File: config.mk
export PLATFORM = sky130hd
export DESIGN_NAME = router_out_port
export DESIGN_NICKNAME = d
export VERILOG_FILES = /design/src/rtl/router_pkg.sv /design/src/rtl/router_skid_buf.sv /design/src/rtl/router_out_port.sv
export SDC_FILE = /design/constraint.sdc
export NUM_CORES = 1
export LEC_CHECK = 0
export ABC_AREA = 1
export CAP_MARGIN = 30
export CORE_UTILIZATION = 30
export CTS_CLUSTER_DIAMETER = 80
export DETAILED_ROUTE_END_ITERATION = 8
export PLACE_DENSITY = 0.45
export SLEW_MARGIN = 20
export SYNTH_ARGS = -nofsm -noshare
export SYNTH_HDL_FRONTEND = slang
export SYNTH_HIERARCHICAL = 1
export SYNTH_SLANG_ARGS = --single-unit
File: constraint.sdc
create_clock -name clock -period 3.5 [get_ports clock]
set_input_delay 1.05 -clock clock [delete_from_list [all_inputs] [get_ports clock]]
set_output_delay 1.05 -clock clock [all_outputs]
set_load 0.005 [all_outputs]
File: src/rtl/router_pkg.sv
// Shared constants for the router output-port read engine:
// header field positions, default stall timeout, FSM state encoding.
package router_pkg;

  localparam int LEN_MSB  = 7;
  localparam int LEN_LSB  = 2;
  localparam int ADDR_MSB = 1;
  localparam int ADDR_LSB = 0;
  localparam int LEN_W    = LEN_MSB - LEN_LSB + 1;

  localparam int TIMEOUT_DEF = 30;

  localparam logic [1:0] ST_HDR = 2'd0;
  localparam logic [1:0] ST_PAY = 2'd1;
  localparam logic [1:0] ST_PAR = 2'd2;

endpackage

File: src/rtl/router_skid_buf.sv
// Two-entry in-order byte buffer feeding the destination port.
// Ports: clk_i/rst_i, clear_i (sync flush), push_i/din_i, pop_i, occ_o, head_o.
module router_skid_buf #(
  parameter int WIDTH = 8
) (
  input  logic             clk_i,
  input  logic             rst_i,
  input  logic             clear_i,
  input  logic             push_i,
  input  logic             pop_i,
  input  logic [WIDTH-1:0] din_i,
  output logic [1:0]       occ_o,
  output logic [WIDTH-1:0] head_o
);

  logic [WIDTH-1:0] head_q, head_d;
  logic [WIDTH-1:0] tail_q, tail_d;
  logic [1:0]       occ_q, occ_d;

  always_comb begin
    head_d = head_q;
    tail_d = tail_q;
    occ_d  = occ_q;
    if (clear_i) begin
      occ_d = 2'd0;
    end else begin
      unique case (1'b1)
        push_i && !pop_i: begin
          if (occ_q == 2'd0) begin
            head_d = din_i;
            occ_d  = 2'd1;
          end else if (occ_q == 2'd1) begin
            tail_d = din_i;
            occ_d  = 2'd2;
          end
        end
        !push_i && pop_i: begin
          if (occ_q != 2'd0) begin
            head_d = tail_q;
            occ_d  = occ_q - 2'd1;
          end
        end
        push_i && pop_i: begin
          // Head leaves while the new byte arrives: it becomes
          // the head if it was alone, otherwise queues behind tail.
          if (occ_q == 2'd1) begin
            head_d = din_i;
          end else if (occ_q == 2'd2) begin
            head_d = tail_q;
            tail_d = din_i;
          end else begin
            head_d = din_i;
            occ_d  = 2'd1;
          end
        end
        default: ;
      endcase
    end
  end

  always_ff @(posedge clk_i) begin
    if (rst_i) begin
      head_q <= '0;
      tail_q <= '0;
      occ_q  <= 2'd0;
    end else begin
      head_q <= head_d;
      tail_q <= tail_d;
      occ_q  <= occ_d;
    end
  end

  assign occ_o  = occ_q;
  assign head_o = head_q;

endmodule

File: src/rtl/router_out_port.sv
// Router output channel read engine: FIFO read issue, framing FSM,
// parity check, stall timeout with soft_reset.
// Ports: clock/reset, fifo_empty/fifo_data/fifo_read_enb,
// soft_reset, dest_ready/vld_out/data_out, busy, pkt_done, parity_err.
module router_out_port
  import router_pkg::*;
#(
  parameter int WIDTH   = 8,
  parameter int TIMEOUT = TIMEOUT_DEF
) (
  input  logic             clock,
  input  logic             reset,
  input  logic             fifo_empty,
  input  logic [WIDTH-1:0] fifo_data,
  output logic             fifo_read_enb,
  output logic             soft_reset,
  input  logic             dest_ready,
  output logic             vld_out,
  output logic [WIDTH-1:0] data_out,
  output logic             busy,
  output logic             pkt_done,
  output logic             parity_err
);

  localparam int SW = $clog2(TIMEOUT + 1);

  logic [1:0]       occ;
  logic [WIDTH-1:0] head;
  logic             pop, push, stalled;
  logic [2:0]       level;

  logic             infl_q;
  logic             soft_q, soft_d;
  logic [SW-1:0]    stall_q, stall_d;
  logic [1:0]       st_q, st_d;
  logic [LEN_W-1:0] cnt_q, cnt_d;
  logic [WIDTH-1:0] acc_q, acc_d;
  logic             done_q, done_d;
  logic             perr_q, perr_d;
  logic [LEN_W-1:0] hdr_len;

  router_skid_buf #(.WIDTH(WIDTH)) u_buf (
    .clk_i   (clock),
    .rst_i   (reset),
    .clear_i (soft_q),
    .push_i  (push),
    .pop_i   (pop),
    .din_i   (fifo_data),
    .occ_o   (occ),
    .head_o  (head)
  );

  assign vld_out  = (occ != 2'd0);
  assign data_out = head;
  assign pop      = vld_out & dest_ready;
  assign stalled  = vld_out & ~dest_ready;
  // Data returning during the flush cycle is dropped.
  assign push     = infl_q & ~soft_q;
  assign hdr_len  = head[LEN_MSB:LEN_LSB];

  // Bytes held or on their way after this cycle's pop.
  assign level = {1'b0, occ} + {2'b00, infl_q} - {2'b00, pop};

  assign fifo_read_enb = ~reset & ~fifo_empty & ~soft_q
                       & (level < 3'd2);

  assign soft_reset = soft_q;
  assign busy       = (st_q != ST_HDR);
  assign pkt_done   = done_q;
  assign parity_err = perr_q;

  always_comb begin
    st_d   = st_q;
    cnt_d  = cnt_q;
    acc_d  = acc_q;
    done_d = 1'b0;
    perr_d = 1'b0;
    if (soft_q) begin
      st_d  = ST_HDR;
      cnt_d = '0;
      acc_d = '0;
    end else if (pop) begin
      unique case (1'b1)
        st_q == ST_HDR: begin
          cnt_d = hdr_len;
          acc_d = head;
          st_d  = (hdr_len == '0) ? ST_PAR : ST_PAY;
        end
        st_q == ST_PAY: begin
          acc_d = acc_q ^ head;
          cnt_d = cnt_q - LEN_W'(1);
          if (cnt_q == LEN_W'(1)) st_d = ST_PAR;
        end
        st_q == ST_PAR: begin
          done_d = 1'b1;
          perr_d = (head != acc_q);
          st_d   = ST_HDR;
        end
        default: st_d = ST_HDR;
      endcase
    end
  end

  always_comb begin
    soft_d  = 1'b0;
    stall_d = '0;
    if (!soft_q && stalled) begin
      stall_d = stall_q + SW'(1);
      soft_d  = (stall_q == SW'(TIMEOUT - 1));
    end
  end

  always_ff @(posedge clock) begin
    if (reset) begin
      infl_q  <= 1'b0;
      soft_q  <= 1'b0;
      stall_q <= '0;
      st_q    <= ST_HDR;
      cnt_q   <= '0;
      acc_q   <= '0;
      done_q  <= 1'b0;
      perr_q  <= 1'b0;
    end else begin
      infl_q  <= fifo_read_enb;
      soft_q  <= soft_d;
      stall_q <= stall_d;
      st_q    <= st_d;
      cnt_q   <= cnt_d;
      acc_q   <= acc_d;
      done_q  <= done_d;
      perr_q  <= perr_d;
    end
  end

endmodule
### Yosys cells after proc, flatten, opt, wreduce, memory -nomap -nowiden

Index checks and enable logic that the tools add are counted.

| storage, ports and cells | value |
|---|---|
| register bits | 43 |
| input bits | 12 |
| output and inout port bits | 14 |
| word-level logic and storage cells | 93 |

| operators by class | value |
|---|---|
| add/subtract/negate cells | 5 |
| $lt $le $gt $ge | 1 |
| equal/unequal tests | 16 |
| muxes and demuxes | 22 |
| bitwise logic cells | 14 |
| reductions and logical operators | 24 |

Operators with widths:

| cell | count |
|---|---|
| $mux 8 | 8 |
| $pmux 8 s2 | 2 |
| $pmux 8 s3 | 1 |
| $mux 2 | 7 |
| $ne 2x2->1 const B | 7 |
| $pmux 6 s2 | 1 |
| $ne 8x8->1 | 1 |
| $reduce_bool 2->1 | 4 |
| $xor 8x8->8 | 1 |
| $not 1->1 | 7 |
| $and 1x1->1 | 6 |
| $eq 6x1->1 const B | 1 |
| $logic_not 6->1 | 1 |
| $pmux 2 s3 | 1 |
| $reduce_and 6->1 | 1 |
| $sub 6x1->6 const B | 1 |
| $add 5x1->5 const B | 1 |
| $eq 5x5->1 const B | 1 |
| $reduce_and 5->1 | 1 |
| $eq 2x1->1 const B | 2 |
| $eq 2x2->1 const B | 2 |
| $logic_and 1x1->1 | 4 |
| $logic_not 2->1 | 2 |
| $pmux 2 s2 | 1 |
| 14 further kinds | 18 |

### Longest topological paths before layout

| depth | value |
|---|---|
| depth in word-level cells | 6 |
| depth in mapped cells | 10 |
| gate-level depth less buffers | 10 |

### By module

The synthesis kept the hierarchy.

By module, submodules not included:

| module | instances | cells an instance | area an instance (sq um) | seq. area each (sq um) |
|---|---|---|---|---|
| router_out_port | 1 | 184 | 1343.8 | 500.5 |
| router_skid_buf | 1 | 165 | 1143.6 | 360.3 |

### Least setup slack after synthesis

Ideal clock, no wire load.

| path | value |
|---|---|
| path kind | input -> output |
| start | in dest_ready |
| end | out fifo_read_enb |
| data arrival time | 2202 ps |
| required time | 2450 ps |
| setup slack | 248 ps |
| stages on the path | 6 |
| path buffers | 0 |
| cell sequence | nand2_1 -> nor2_1 -> o21ai_0 -> fa_1 -> inv_1 -> nor4_1 |

| between the ends | value |
|---|---|
| cells in the longest elaborated chain, start to end | 4 |

Ends and longest elaborated chain:

| element | RTL line | RTL |
|---|---|---|
| start, declared | router_out_port.sv:17 | `input logic dest_ready,` |
| $and 1x1->1 | router_out_port.sv:55 | `assign pop = vld_out & dest_ready;` |
| $sub 3x1->3 | router_out_port.sv:62 | `assign level = {1'b0, occ} + {2'b00, infl_q} - {2'b00, pop};` |
| $lt 3x2->1 | router_out_port.sv:65 | `& (level < 3'd2);` |
| $and 1x1->1 | router_out_port.sv:65 |  |
| end, declared | router_out_port.sv:15 | `output logic fifo_read_enb,` |

Every way passes these cells.

### Worst setup path after layout

| path | value |
|---|---|
| start | in dest_ready |
| end | reg st_q[0] |

| between the ends | value |
|---|---|
| cells in the longest elaborated chain, start to end | 2 |

Ends and longest elaborated chain:

| element | RTL line | RTL |
|---|---|---|
| $and 1x1->1 | router_out_port.sv:55 |  |
| $reduce_and 2->1 (no line) | -- |  |
| end signal, assigned | router_out_port.sv:127 | `st_q <= st_d;` |
| end, declared | router_out_port.sv:35 | `logic [1:0] st_q, st_d;` |

Every way passes these cells.
A chain may end at the register's enable or synchronous reset.

==> run metrics <==
vias in the first global route=2131; skew final=0.0116 ns; area grow syn2layout=25.2%; Sink Count=43; DP HPWL=4150 um; LEAKAGE=1.38 nW; Pwr Density=804 nW/um^2; Port Buf Inserts=25; pin count of the biggest net entering global routing=17; area of the multi-input gates=1370 um^2; Clock Pin Slew Worst Setup and Hold Paths=0.09 ns; Syn Nets=369; core area=7890 um^2; kind of critical path=input port to flip-flop; Die ar.=8660 um^2; post-synthesis sequential element count=43; cell area after synthesis=2490 um^2; largest family of logic cells by synthesized area=simple AND/OR/NAND/NOR gates; clk buf depth=2; setup slack, reg-to-reg=0.27 ns; Final #Nets=420; xor/xnor share of the synthesized area=3.87%; Hold WS=0.475 ns; Area contributors post-synth=dfxtp_1, nand2_1, inv_1, nor2_1, a21oi_1; Hold Path End=stall_q[0]; simple-gate portion of the synthesized area=35.3%; worst setup path start=dest_ready; Synth Instances=349; ANT cells=0; Worst R2R End=st_q[0]; Area after DPL=2870 um^2; Slew @ Worst Pin=0.440 ns; CP arrival=3.68 ns; P_int=1.37 mW; MaxCap Viol Count=0; yosys warns=6; max-slew violations=0; final setup margin=0.0696 ns; CP endpoint kind=flip-flop; Netlist cell types=32; Fillers=843; post-synth top area cell=dfxtp_1; # hold bufs at CTS=0; Worst-Skew Late Latency=0.30 ns; CP max FO=2; Synth Area in Compound Gates=10.5%; Die Ht=93.1 um; sequential power share=29.9%; register area=861 um^2; number of H-tree levels=2; Sw Pwr=1.13 mW; Post-DRT Antenna Nets=0; post-synth top area share=34.6%; outcome=finished, final reports clean; Tmin final=3.43 ns; Setup WS pre-CTS=-0.746 ns; worst r2r src=u_buf/occ_o[0]; root buffer cell=clkbuf_8; first-pass iteration count of the detailed router=4; Max VDD drop=0.204 mV; layout cells sized above 1=19.5%; CTS buffer count=5; starting DRC count in detailed routing=87; initial antenna violation count=0; first-pass GRT wire length=10000 um; initial core utilization=31.5%; CTS tree=done; DR vias/cell=4.41; IO Count=26; Post-Synth Adder-Cell Area=4.33%; Worst slew margin=70.6%; Final Hold Viols=0; total grt overflow=0; post-route cell area=3110 um^2; Via Count=2220; switching share of power=45.2%; Clk network pwr share=13.0%; Overall Global Routing Usage=14.5%; row count=32; Logic pwr share=57.1%; Hold Startpoint=stall_q[0]; Seq/Total Area, Yosys=34.6%; Die Wd=93.1 um; routability-driven placement congestion ratio=0.783; path depth of the worst reg2reg path=25; post-synthesis mux area share=0%; detailed-route DRC error count=0; Routed WL=5750 um; WL/cell=11.4 um; CP Data Required Time=3.75 ns; Fmax=292 MHz; period utilisation layout=98.0%; Hold Path Depth=1; setup violators final=0; post-synthesis average cell area=7.13 um^2; RSZ-0062 raised after global routing=false; Hold Path Class=flip-flop to flip-flop; CP startpoint kind=input port
==> synth_stat cells <==
cell      instances
buf_2             2
nor2_4            5
buf_8             1
nor2_8            1
inv_6             1
fa_1              1
nand3_1          15
o21ai_2           1
nand3b_1          1
nand3_4           1
nor2_2            1
clkbuf_1          1
inv_1            54
nand3_2          10
dfxtp_1          43
xor2_1            9
nor4_1            2
ha_1              7
or2_2             4
xnor2_1           2
nand2_4           4
a21oi_1          31
buf_6             2
nand4_1          10
inv_4             2
a21oi_2           2
nor2_1           42
o21ai_1           8
o21ai_0           8
nand2_2           3
nand2_1          73
inv_2             2
==> state kept, by name, indices dropped and copies added (netlist names), 2 cells and up <==
signal,flops
u_buf/head_o,8
st_q,2
stall_q,5
u_buf/tail_q,8
acc_q,8
cnt_q,6
u_buf/occ_o,2
==> power by group through the flow <==
| stage | Clock [mW] | Sequential, mW | Combinational [mW] |
|---|---|---|---|
| 6_report | 0.324 | 0.749 | 1.43 |
| 3_5_place_dp | 0 | 0.756 | 1.30 |
| 2_1_floorplan | 0 | 0.734 | 0.959 |
| 5_1_grt | 0.357 | 0.769 | 1.62 |
| 3_3_place_gp | 0 | 0.758 | 1.29 |
| 4_1_cts | 0.339 | 0.746 | 1.41 |
==> layout make-up <==
cell class	count	area share (%)
multi-input combinational	241	44.0
sequential	43	27.6
timing repair buffer	50	13.9
inverter	59	7.51
tap	102	4.10
clock buffer	5	2.21
clock inverter	3	0.643
==> routing by layer <==
| metal | wire, um | part of all wire (%) | GRT usage [%] |
|---|---|---|---|
| met5 | 0 | 0 | 0 |
| met4 | 40 | 0.70 | 3.85 |
| met3 | 171 | 3.0 | 2.85 |
| met2 | 2670 | 46 | 23.9 |
| met1 | 2870 | 50 | 19.3 |
==> what timing repair did <==
| item | in CTS | in global routing |
|---|---|---|
| endpoints found under the hold margin | 0 | 0 |
| pin swaps | 6 | 2 |
| gates resized for setup | 10 | 10 |
| setup buffers | 18 | 0 |
| endpoints found under the setup margin | 1 | 2 |
==> metrics by stage <==
| stage | power, mW | utilization, % | TNS (ns) | std cells |
|---|---|---|---|---|
| floorplan | 1.69 | - | 0 | 349 |
| global placement | 2.05 | 36.3 | -0.720 | 477 |
| detailed placement | 2.05 | 36.3 | -0.746 | 477 |
| CTS | 2.50 | 39.1 | 0 | 503 |
| global route | 2.74 | 39.5 | 0 | 503 |
| finish | 2.50 | 39.5 | 0 | 503 |
==> critical path, cell delays in order <==
cell and delay, ns:
buf_6 0.09, nand2_4 0.06, buf_4 0.13, buf_4 0.12
buf_4 0.12, buf_4 0.12, buf_4 0.12, buf_4 0.12
buf_4 0.12, buf_4 0.12, buf_4 0.12, buf_4 0.12
buf_4 0.12, buf_4 0.12, buf_4 0.12, buf_4 0.13
buf_4 0.12, buf_4 0.12, buf_4 0.12, buf_4 0.12
buf_4 0.13, a21oi_2 0.10, nand2_1 0.06, inv_1 0.04
==> worst max path at each step <==
| stage | end | slack, ns | depth (start not counted) |
|---|---|---|---|
| global route | st_q[0] | 0.01 | 24 |
| CTS | fifo_read_enb | 0.07 | 9 |
| floorplan | fifo_read_enb | 0.25 | 6 |
| detailed placement | fifo_read_enb | -0.75 | 9 |
| global placement | fifo_read_enb | -0.72 | 8 |
| finish | st_q[0] | 0.07 | 24 |
==> layout by cell type, fill, tap and decap left out, types with 2 or more instances in the layout <==
master,instances
o21ai_0,7
xnor2_1,2
a21oi_1,30
nor2_1,40
nor2_2,2
xor2_1,9
inv_1,53
clkinvlp_4,2
or2_2,4
buf_4,25
ha_1,7
nand3_2,10
clkdlybuf4s50_1,23
nor4_1,2
clkbuf_8,5
dfxtp_1,43
o21ai_2,2
nand2_4,5
o21ai_1,8
nor2_4,6
nand2_2,3
nand3_1,15
a21oi_2,3
nand4_1,10
inv_2,2
inv_4,3
nand2_1,72
==> cell families (layout without fill, tap and decap cells) <==
logic type      after synthesis  count (layout)
simple gates                172             172
buf+inv                      65             117
flops                        43              43
fa+ha+maj                     8               8
compound gates               50              50
xor+xnor                     11              11
(Power assumes the default switching activity.)
